[src/rtl/alu_pkg.sv]
// Shared definitions for the ALU core: opcode encodings and pipeline chunk sizing.
package alu_pkg;

  localparam logic OP_ADD = 1'b0;
  localparam logic OP_SUB = 1'b1;

  // Width of one carry chunk; callers must ensure width % stages == 0.
  function automatic int chunk_width(input int width, input int stages);
    return width / stages;
  endfunction

endpackage

[src/rtl/add_chunk.sv]
// CW-bit ripple-carry chunk; also exposes the carry into its top bit so the
// final stage can form the signed overflow flag.
module add_chunk #(
  parameter int CW = 4
) (
  input  logic [CW-1:0] a,
  input  logic [CW-1:0] b,
  input  logic          cin,
  output logic [CW-1:0] s,
  output logic          cout,
  output logic          cmsb_in
);

  logic [CW:0] carry;

  assign carry[0] = cin;

  for (genvar i = 0; i < CW; i++) begin : g_bit
    full_adder u_fa (
      .a    (a[i]),
      .b    (b[i]),
      .cin  (carry[i]),
      .s    (s[i]),
      .cout (carry[i+1])
    );
  end

  assign cout    = carry[CW];
  assign cmsb_in = carry[CW-1];

endmodule

[src/rtl/full_adder.sv]
// Single-bit full adder, the leaf cell of every carry chunk.
module full_adder (
  input  logic a,
  input  logic b,
  input  logic cin,
  output logic s,
  output logic cout
);

  assign s    = a ^ b ^ cin;
  assign cout = (a & b) | (cin & (a ^ b));

endmodule

[src/rtl/pipelined_add_sub.sv]
// Pipelined add/subtract unit: carry chain split into STAGES chunks, valid/ready
// handshake with global stall. Define PIPELINED_ADD_SUB_SAT_EN for signed saturation.
module pipelined_add_sub
  import alu_pkg::*;
#(
  parameter int WIDTH  = 8,
  parameter int STAGES = 2
) (
  input  logic             clk,
  input  logic             rst,
  input  logic             in_valid,
  output logic             in_ready,
  input  logic [WIDTH-1:0] A,
  input  logic [WIDTH-1:0] B,
  input  logic             Cin,
  input  logic             op,
  output logic             out_valid,
  input  logic             out_ready,
  output logic [WIDTH-1:0] C,
  output logic             carry_out,
  output logic             overflow,
  output logic             zero
);

  localparam int CW   = chunk_width(WIDTH, STAGES);
  localparam int LAST = STAGES - 1;

  if (STAGES < 1 || STAGES > WIDTH || (WIDTH % STAGES) != 0) begin : g_bad_cfg
    $error("pipelined_add_sub: WIDTH must be a multiple of STAGES, 1 <= STAGES <= WIDTH");
  end

  logic             en;
  logic [WIDTH-1:0] b_cond;
  logic             c0;

  // Per-stage registers: skewed operands, partially completed sum, chunk carry.
  logic [STAGES-1:0] v_q;
  logic [WIDTH-1:0]  a_q [STAGES];
  logic [WIDTH-1:0]  b_q [STAGES];
  logic [WIDTH-1:0]  s_q [STAGES];
  logic              c_q [STAGES];

  // Inputs seen by each stage's chunk adder, and its results.
  logic [WIDTH-1:0]  st_a  [STAGES];
  logic [WIDTH-1:0]  st_b  [STAGES];
  logic [WIDTH-1:0]  st_s  [STAGES];
  logic              st_c  [STAGES];
  logic [WIDTH-1:0]  nx_s  [STAGES];
  logic [CW-1:0]     sum_w [STAGES];
  logic              cout_w[STAGES];
  logic              cmsb_w[STAGES];

  logic [WIDTH-1:0]  res_w;
  logic              ovf_w;
  logic [WIDTH-1:0]  res_q;
  logic              co_q;
  logic              ovf_q;
  logic              zero_q;

  assign en       = !out_valid || out_ready;
  assign in_ready = en;

  assign b_cond = (op == OP_SUB) ? ~B : B;
  assign c0     = (op == OP_SUB) ? ~Cin : Cin;

  always_comb begin
    st_a[0] = A;
    st_b[0] = b_cond;
    st_s[0] = '0;
    st_c[0] = c0;
    for (int k = 1; k < STAGES; k++) begin
      st_a[k] = a_q[k-1];
      st_b[k] = b_q[k-1];
      st_s[k] = s_q[k-1];
      st_c[k] = c_q[k-1];
    end
    for (int k = 0; k < STAGES; k++) begin
      nx_s[k]              = st_s[k];
      nx_s[k][k*CW +: CW]  = sum_w[k];
    end
  end

  for (genvar k = 0; k < STAGES; k++) begin : g_stage
    add_chunk #(.CW(CW)) u_chunk (
      .a       (st_a[k][k*CW +: CW]),
      .b       (st_b[k][k*CW +: CW]),
      .cin     (st_c[k]),
      .s       (sum_w[k]),
      .cout    (cout_w[k]),
      .cmsb_in (cmsb_w[k])
    );
  end

  assign ovf_w = cmsb_w[LAST] ^ cout_w[LAST];

`ifdef PIPELINED_ADD_SUB_SAT_EN
  localparam logic [WIDTH-1:0] SAT_MAX = {WIDTH{1'b1}} >> 1;
  localparam logic [WIDTH-1:0] SAT_MIN = ~SAT_MAX;

  // On overflow both conditioned operands share a sign, so A's MSB gives the direction.
  always_comb begin
    res_w = nx_s[LAST];
    if (ovf_w) begin
      res_w = st_a[LAST][WIDTH-1] ? SAT_MIN : SAT_MAX;
    end
  end
`else
  assign res_w = nx_s[LAST];
`endif

  always_ff @(posedge clk) begin
    if (rst) begin
      v_q <= '0;
    end else if (en) begin
      v_q[0] <= in_valid;
      for (int k = 1; k < STAGES; k++) begin
        v_q[k] <= v_q[k-1];
      end
    end
  end

  // NOTE: datapath registers carry no reset; only valid bits need a known state
  // because every output is masked by out_valid.
  always_ff @(posedge clk) begin
    if (en) begin
      for (int k = 0; k < STAGES; k++) begin
        a_q[k] <= st_a[k];
        b_q[k] <= st_b[k];
        s_q[k] <= nx_s[k];
        c_q[k] <= cout_w[k];
      end
      res_q  <= res_w;
      co_q   <= cout_w[LAST];
      ovf_q  <= ovf_w;
      zero_q <= (res_w == '0);
    end
  end

  assign out_valid = v_q[LAST];
  assign C         = out_valid ? res_q : '0;
  assign carry_out = out_valid & co_q;
  assign overflow  = out_valid & ovf_q;
  assign zero      = out_valid & zero_q;

endmodule

[config.mk]
export PLATFORM = sky130hd
export DESIGN_NAME = pipelined_add_sub
export DESIGN_NICKNAME = d
export VERILOG_FILES = /design/src/rtl/alu_pkg.sv /design/src/rtl/add_chunk.sv /design/src/rtl/full_adder.sv /design/src/rtl/pipelined_add_sub.sv
export SDC_FILE = /design/constraint.sdc
export NUM_CORES = 1
export LEC_CHECK = 0
export CORE_ASPECT_RATIO = 2
export CORE_UTILIZATION = 25
export CTS_CLUSTER_SIZE = 10
export DETAILED_ROUTE_END_ITERATION = 6
export SYNTH_ARGS = -nofsm -noshare
export SYNTH_HDL_FRONTEND = slang
export SYNTH_HIERARCHICAL = 1
export SYNTH_SLANG_ARGS = --single-unit
export TNS_END_PERCENT = 5
[constraint.sdc]
create_clock -name clk -period 2.65 [get_ports clk]
set_input_delay 0.3975 -clock clk [delete_from_list [all_inputs] [get_ports clk]]
set_output_delay 0.3975 -clock clk [all_outputs]
set_load 0.03 [all_outputs]
=== Word-level counts from Yosys, hierarchy flattened ===
Memories as Yosys holds them, arrays and structs flattened.
Cells that the tools add are included.

* Register bits after elaboration: 13
* Bits in writable memories: 50
* Input bits: 22
* Output and inout port bits: 13
* Logic and storage cells: 63
* Memories: 4

* Mux-type cells: 5
* Bitwise logic cells: 46
* Reduce and logical (&&, ||, !) cells: 3

{| class="wikitable"
|+ Memory list
! memory !! words !! bits a word !! rd ports !! clocked after Yosys merged registers in !! write ports !! line !! RTL
|-
| a_q || 2 || 8 || 1 || 0 || 2 || pipelined_add_sub.sv:38 || <nowiki>logic [WIDTH-1:0] a_q [STAGES];</nowiki>
|-
| b_q || 2 || 8 || 1 || 0 || 2 || pipelined_add_sub.sv:39 || <nowiki>logic [WIDTH-1:0] b_q [STAGES];</nowiki>
|-
| s_q || 2 || 8 || 1 || 0 || 2 || pipelined_add_sub.sv:40 || <nowiki>logic [WIDTH-1:0] s_q [STAGES];</nowiki>
|-
| c_q || 2 || 1 || 1 || 0 || 2 || pipelined_add_sub.sv:41 || <nowiki>logic c_q [STAGES];</nowiki>
|}

{| class="wikitable"
|+ Operator list
! kind !! number
|-
| 1-bit AND || 19
|-
| 1-bit bitwise XOR || 17
|-
| 8-bit 2-to-1 mux || 2
|-
| 8-bit zero test || 1
|-
| 8-bit NOT || 1
|-
| 1-bit bitwise OR || 8
|-
| 1-bit 2-to-1 mux || 3
|-
| 1-bit zero test || 1
|-
| 1-bit logical OR || 1
|-
| 1-bit NOT || 1
|}

=== Longest topological paths before layout ===
* Word-level depth: 11
* Gate-level depth with buffers: 6
* Mapped depth without buffers: 6

=== Hierarchy ===
Netlist, hierarchy kept.

{| class="wikitable"
|+ Modules (own cells, without submodules)
! module !! times used !! cells an instance !! area each (um^2) !! sequential area each (um^2)
|-
| pipelined_add_sub || 1 || 58 || 982.2 || 760.7
|-
| full_adder || 8 || 1 || 20.0 || 0.0
|}

=== Worst setup path before layout ===
OpenSTA, ideal clock, no wires.

* Path kind: register -> register
* Start point: memory a_q[0][4]
* End point: register zero_q, data pin
* Setup time: 139 ps
* Data arrival time: 2600 ps
* Required time: 2511 ps
* Setup slack: -89 ps
* Cell stages (with the launch flop): 7
* Path buffers: 0
* Period minus slack after synthesis: 2739 ps
* Path through: edfxtp_1 > fa_1 > fa_1 > fa_1 > fa_1 > or4_1 > nor2_1

{| class="wikitable"
|+ RTL lines
! element !! line !! RTL
|-
| start, declared || pipelined_add_sub.sv:38 ||
|-
| end signal, assigned || pipelined_add_sub.sv:135 || <nowiki>zero_q <= (res_w == '0);</nowiki>
|-
| end, declared || pipelined_add_sub.sv:58 || <nowiki>logic zero_q;</nowiki>
|}

==> impl_metrics.env <==
export IMPL_status="finished with violations"
export IMPL_violations="setup timing"
export IMPL_fp_dieW_um=49.8
export IMPL_rr_worst_depth=6
export IMPL_cts_sinks=26
export IMPL_hold_path_depth=0
export IMPL_ys_top_cells_by_count="24 x edfxtp_1, 11 x and2_1, 10 x xor2_1"
export IMPL_yosysSeqAreaShare_pct=66.6
export IMPL_vias=641
export IMPL_reg2reg_from="a_q[0][4]"
export IMPL_worstSetupPathType="flop to flop"
export IMPL_place_ws_ns=-0.367
export IMPL_start_util_pct=26.1
export IMPL_routed_via_density=4.03
export IMPL_routed_wl_mm=1.76
export IMPL_core_um2=4380
export IMPL_drt_pass1_iter_count=4
export IMPL_critical_path_arrival_ns=2.80
export IMPL_synth_distinct_cells=14
export IMPL_synth_top_area_share_pct=63.1
export IMPL_clk_root_buffer_cell="clkbuf_8"
export IMPL_syn_area_um2=1140
export IMPL_clk_pin_slew_ns=0.08
export IMPL_drive_gt1_share_pct=12.4
export IMPL_worst_path_max_fanout=2
export IMPL_hold_path_class="flop to flop"
export IMPL_grt_ovfl_total=0
export IMPL_num_antenna_cells=0
export IMPL_dieArea_um2=4860
export IMPL_synthFlopType="edfxtp_1"
export IMPL_avgSynthCellArea_um2=17.3
export IMPL_cts_tree="built"
export IMPL_clk_path_buf_depth=2
export IMPL_hold_violations=0
export IMPL_min_period_ns=2.67
export IMPL_p_leak_nw=0.589
export IMPL_grt_max_degree=27
export IMPL_max_slew_margin_pct=78.7
export IMPL_grt_usage_pct=8.25
export IMPL_min_from="s_q[0][2]"
export IMPL_clock_fmax_ghz=0.374
export IMPL_drt_iter0_drc=12
export IMPL_htreeDepth=1
export IMPL_die_y_um=97.6
export IMPL_ir_drop_mv=0.263
export IMPL_place_hpwl_mm=1.46
export IMPL_grt_pass1_vias=683
export IMPL_placement_io_buffers=34
export IMPL_fin_skew_ns=0.00752
export IMPL_synthTopCellsByArea="edfxtp_1 63%, fa_1 14%, xor2_1 7.7%"
export IMPL_cp_data_required_time_ns=2.78
export IMPL_area_delta_synth_final_pct=42.3
export IMPL_tns_ns=-0.0213
export IMPL_r2r_end="zero_q"
export IMPL_routedWlPerCell_um=11.1
export IMPL_tightest_slew_ns=0.319
export IMPL_cp_end_kind="flop"
export IMPL_remaining_drc_errors=0
export IMPL_cap_viol_max_count=0
export IMPL_powerDensity_nw_per_um2=616
export IMPL_antenna_found_initial=0
export IMPL_synth_ff_latch_count=26
export IMPL_yosysWarnings=6
export IMPL_grt_pass1_wl_mm=3.03
export IMPL_setup_viol=1
export IMPL_insertion_delay_ns=0.26
export IMPL_synth_most_common_cell="edfxtp_1"
export IMPL_cts_setup_buffers=0
export IMPL_rsz0062_at_grt="yes"
export IMPL_post_route_period_util_pct=101
export IMPL_ant_nets=0
export IMPL_gp_congestion=0.694
export IMPL_std_cell_rows=34
export IMPL_fin_nets=136
export IMPL_drv_slew=0
export IMPL_cts_buffers=3
export IMPL_setup_ws_ns=-0.0213
export IMPL_start_kind="flop"
export IMPL_synthArstFlopShare_pct=0
export IMPL_syn_nets=96
export IMPL_min_to="res_q[2]"
export IMPL_reg2reg_slack_ns=-0.02
export IMPL_synth_edf_count=24
export IMPL_synth_largest_area_cell="edfxtp_1"
export IMPL_cts_hold_buffers_added=0
export IMPL_io_pin_count=35
export IMPL_synth_cells=66
## timing repair
action                                  CTS  global route
resized for setup                         1             1
pin swaps                                 6             4
endpoints found under the setup margin    3             2
gates cloned                              0             0
## worst max-delay path by stage
| stage | startpoint | end | cells past startpoint |
|---|---|---|---|
| 6_report | a_q[0][4] | zero_q | 6 |
| 3_5_place_dp | op | s_q[0][3] | 6 |
| 3_3_place_gp | op | s_q[0][3] | 6 |
| 4_1_cts | b_q[0][4] | zero_q | 6 |
| 2_1_floorplan | a_q[0][4] | zero_q | 6 |
| 5_1_grt | a_q[0][4] | zero_q | 6 |
## layout by cell type (no fill, tap or decap)
cell type / n
dlygate4sd2_1: 1
nor2_1: 1
a31o_2: 1
clkbuf_8: 4
or4_1: 2
buf_4: 4
dfxtp_1: 2
xor2_1: 10
nand2b_1: 1
edfxtp_1: 24
fa_2: 4
inv_1: 2
a21oi_1: 1
and2_1: 11
fa_1: 4
clkdlybuf4s50_1: 32
nor4bb_1: 1
## worst max-delay path, cell delays in order, from the launching register on
cell	delay (ns)
edfxtp_1	0.41
fa_2	0.40
fa_2	0.36
fa_2	0.38
fa_1	0.47
or4_1	0.42
nor2_1	0.09
## state kept, by name (all words and copies together) (netlist names)
signal  count
a_q         4
b_q         4
c_q         1
co_q        1
ovf_q       1
res_q       8
s_q         4
v_q         2
zero_q      1
## area by class of cell
| cell class | count | area (µm²) |
|---|---|---|
| fillers | 412 | 2760 |
| flip-flops and latches | 26 | 761 |
| multi-input cells | 36 | 375 |
| repair buffers | 37 | 359 |
| well taps | 54 | 67.6 |
| clock buffers | 4 | 55.1 |
| inverters | 2 | 7.51 |
## metrics by stage
| stage | hold WS, ns | power [W] | utilization (%) | cell area [µm²] | instances |
|---|---|---|---|---|---|
| 6_report | 0.445 | 0.00100 | 37.1 | 1630 | 159 |
| 5_1_grt | 0.457 | 0.00106 | 37.1 | 1630 | 159 |
| 4_1_cts | 0.447 | 0.00102 | 37.0 | 1620 | 159 |
| 3_5_place_dp | 0.426 | 0.000777 | 35.8 | 1570 | 155 |
| 3_3_place_gp | 0.424 | 0.000759 | 35.8 | 1570 | 155 |
| 2_1_floorplan | 0.414 | 0.000678 | - | 1150 | 66 |
## routing by layer
metal	up-vias	wire length [µm]	GRT usage (%)	part of all wire, %
met5	-	0	0	0
met1	305	580	7.80	33
met4	0	20	3.96	1.1
li1	307	-	-	-
met2	27	1070	15.6	61
met3	2	88	2.03	5.0
## kinds of logic after synthesis
group	after synthesis	synth area share (%)
AOI/OAI and AO/OA	2	1.20
xor gates and xnor gates	10	7.67
adders and majority gates	8	14.0
buffers and inverters	4	1.42
DFF	26	66.6
and+or+nand+nor	16	9.09
## power by group
group / total (W) / switching, W / internal, W
sequential: 0.000577 / 0.0000266 / 0.000551
combinational: 0.000183 / 0.0000853 / 0.0000978
clock: 0.000241 / 0.000109 / 0.000132
Note: power is estimated with default switching activity, not from simulation.
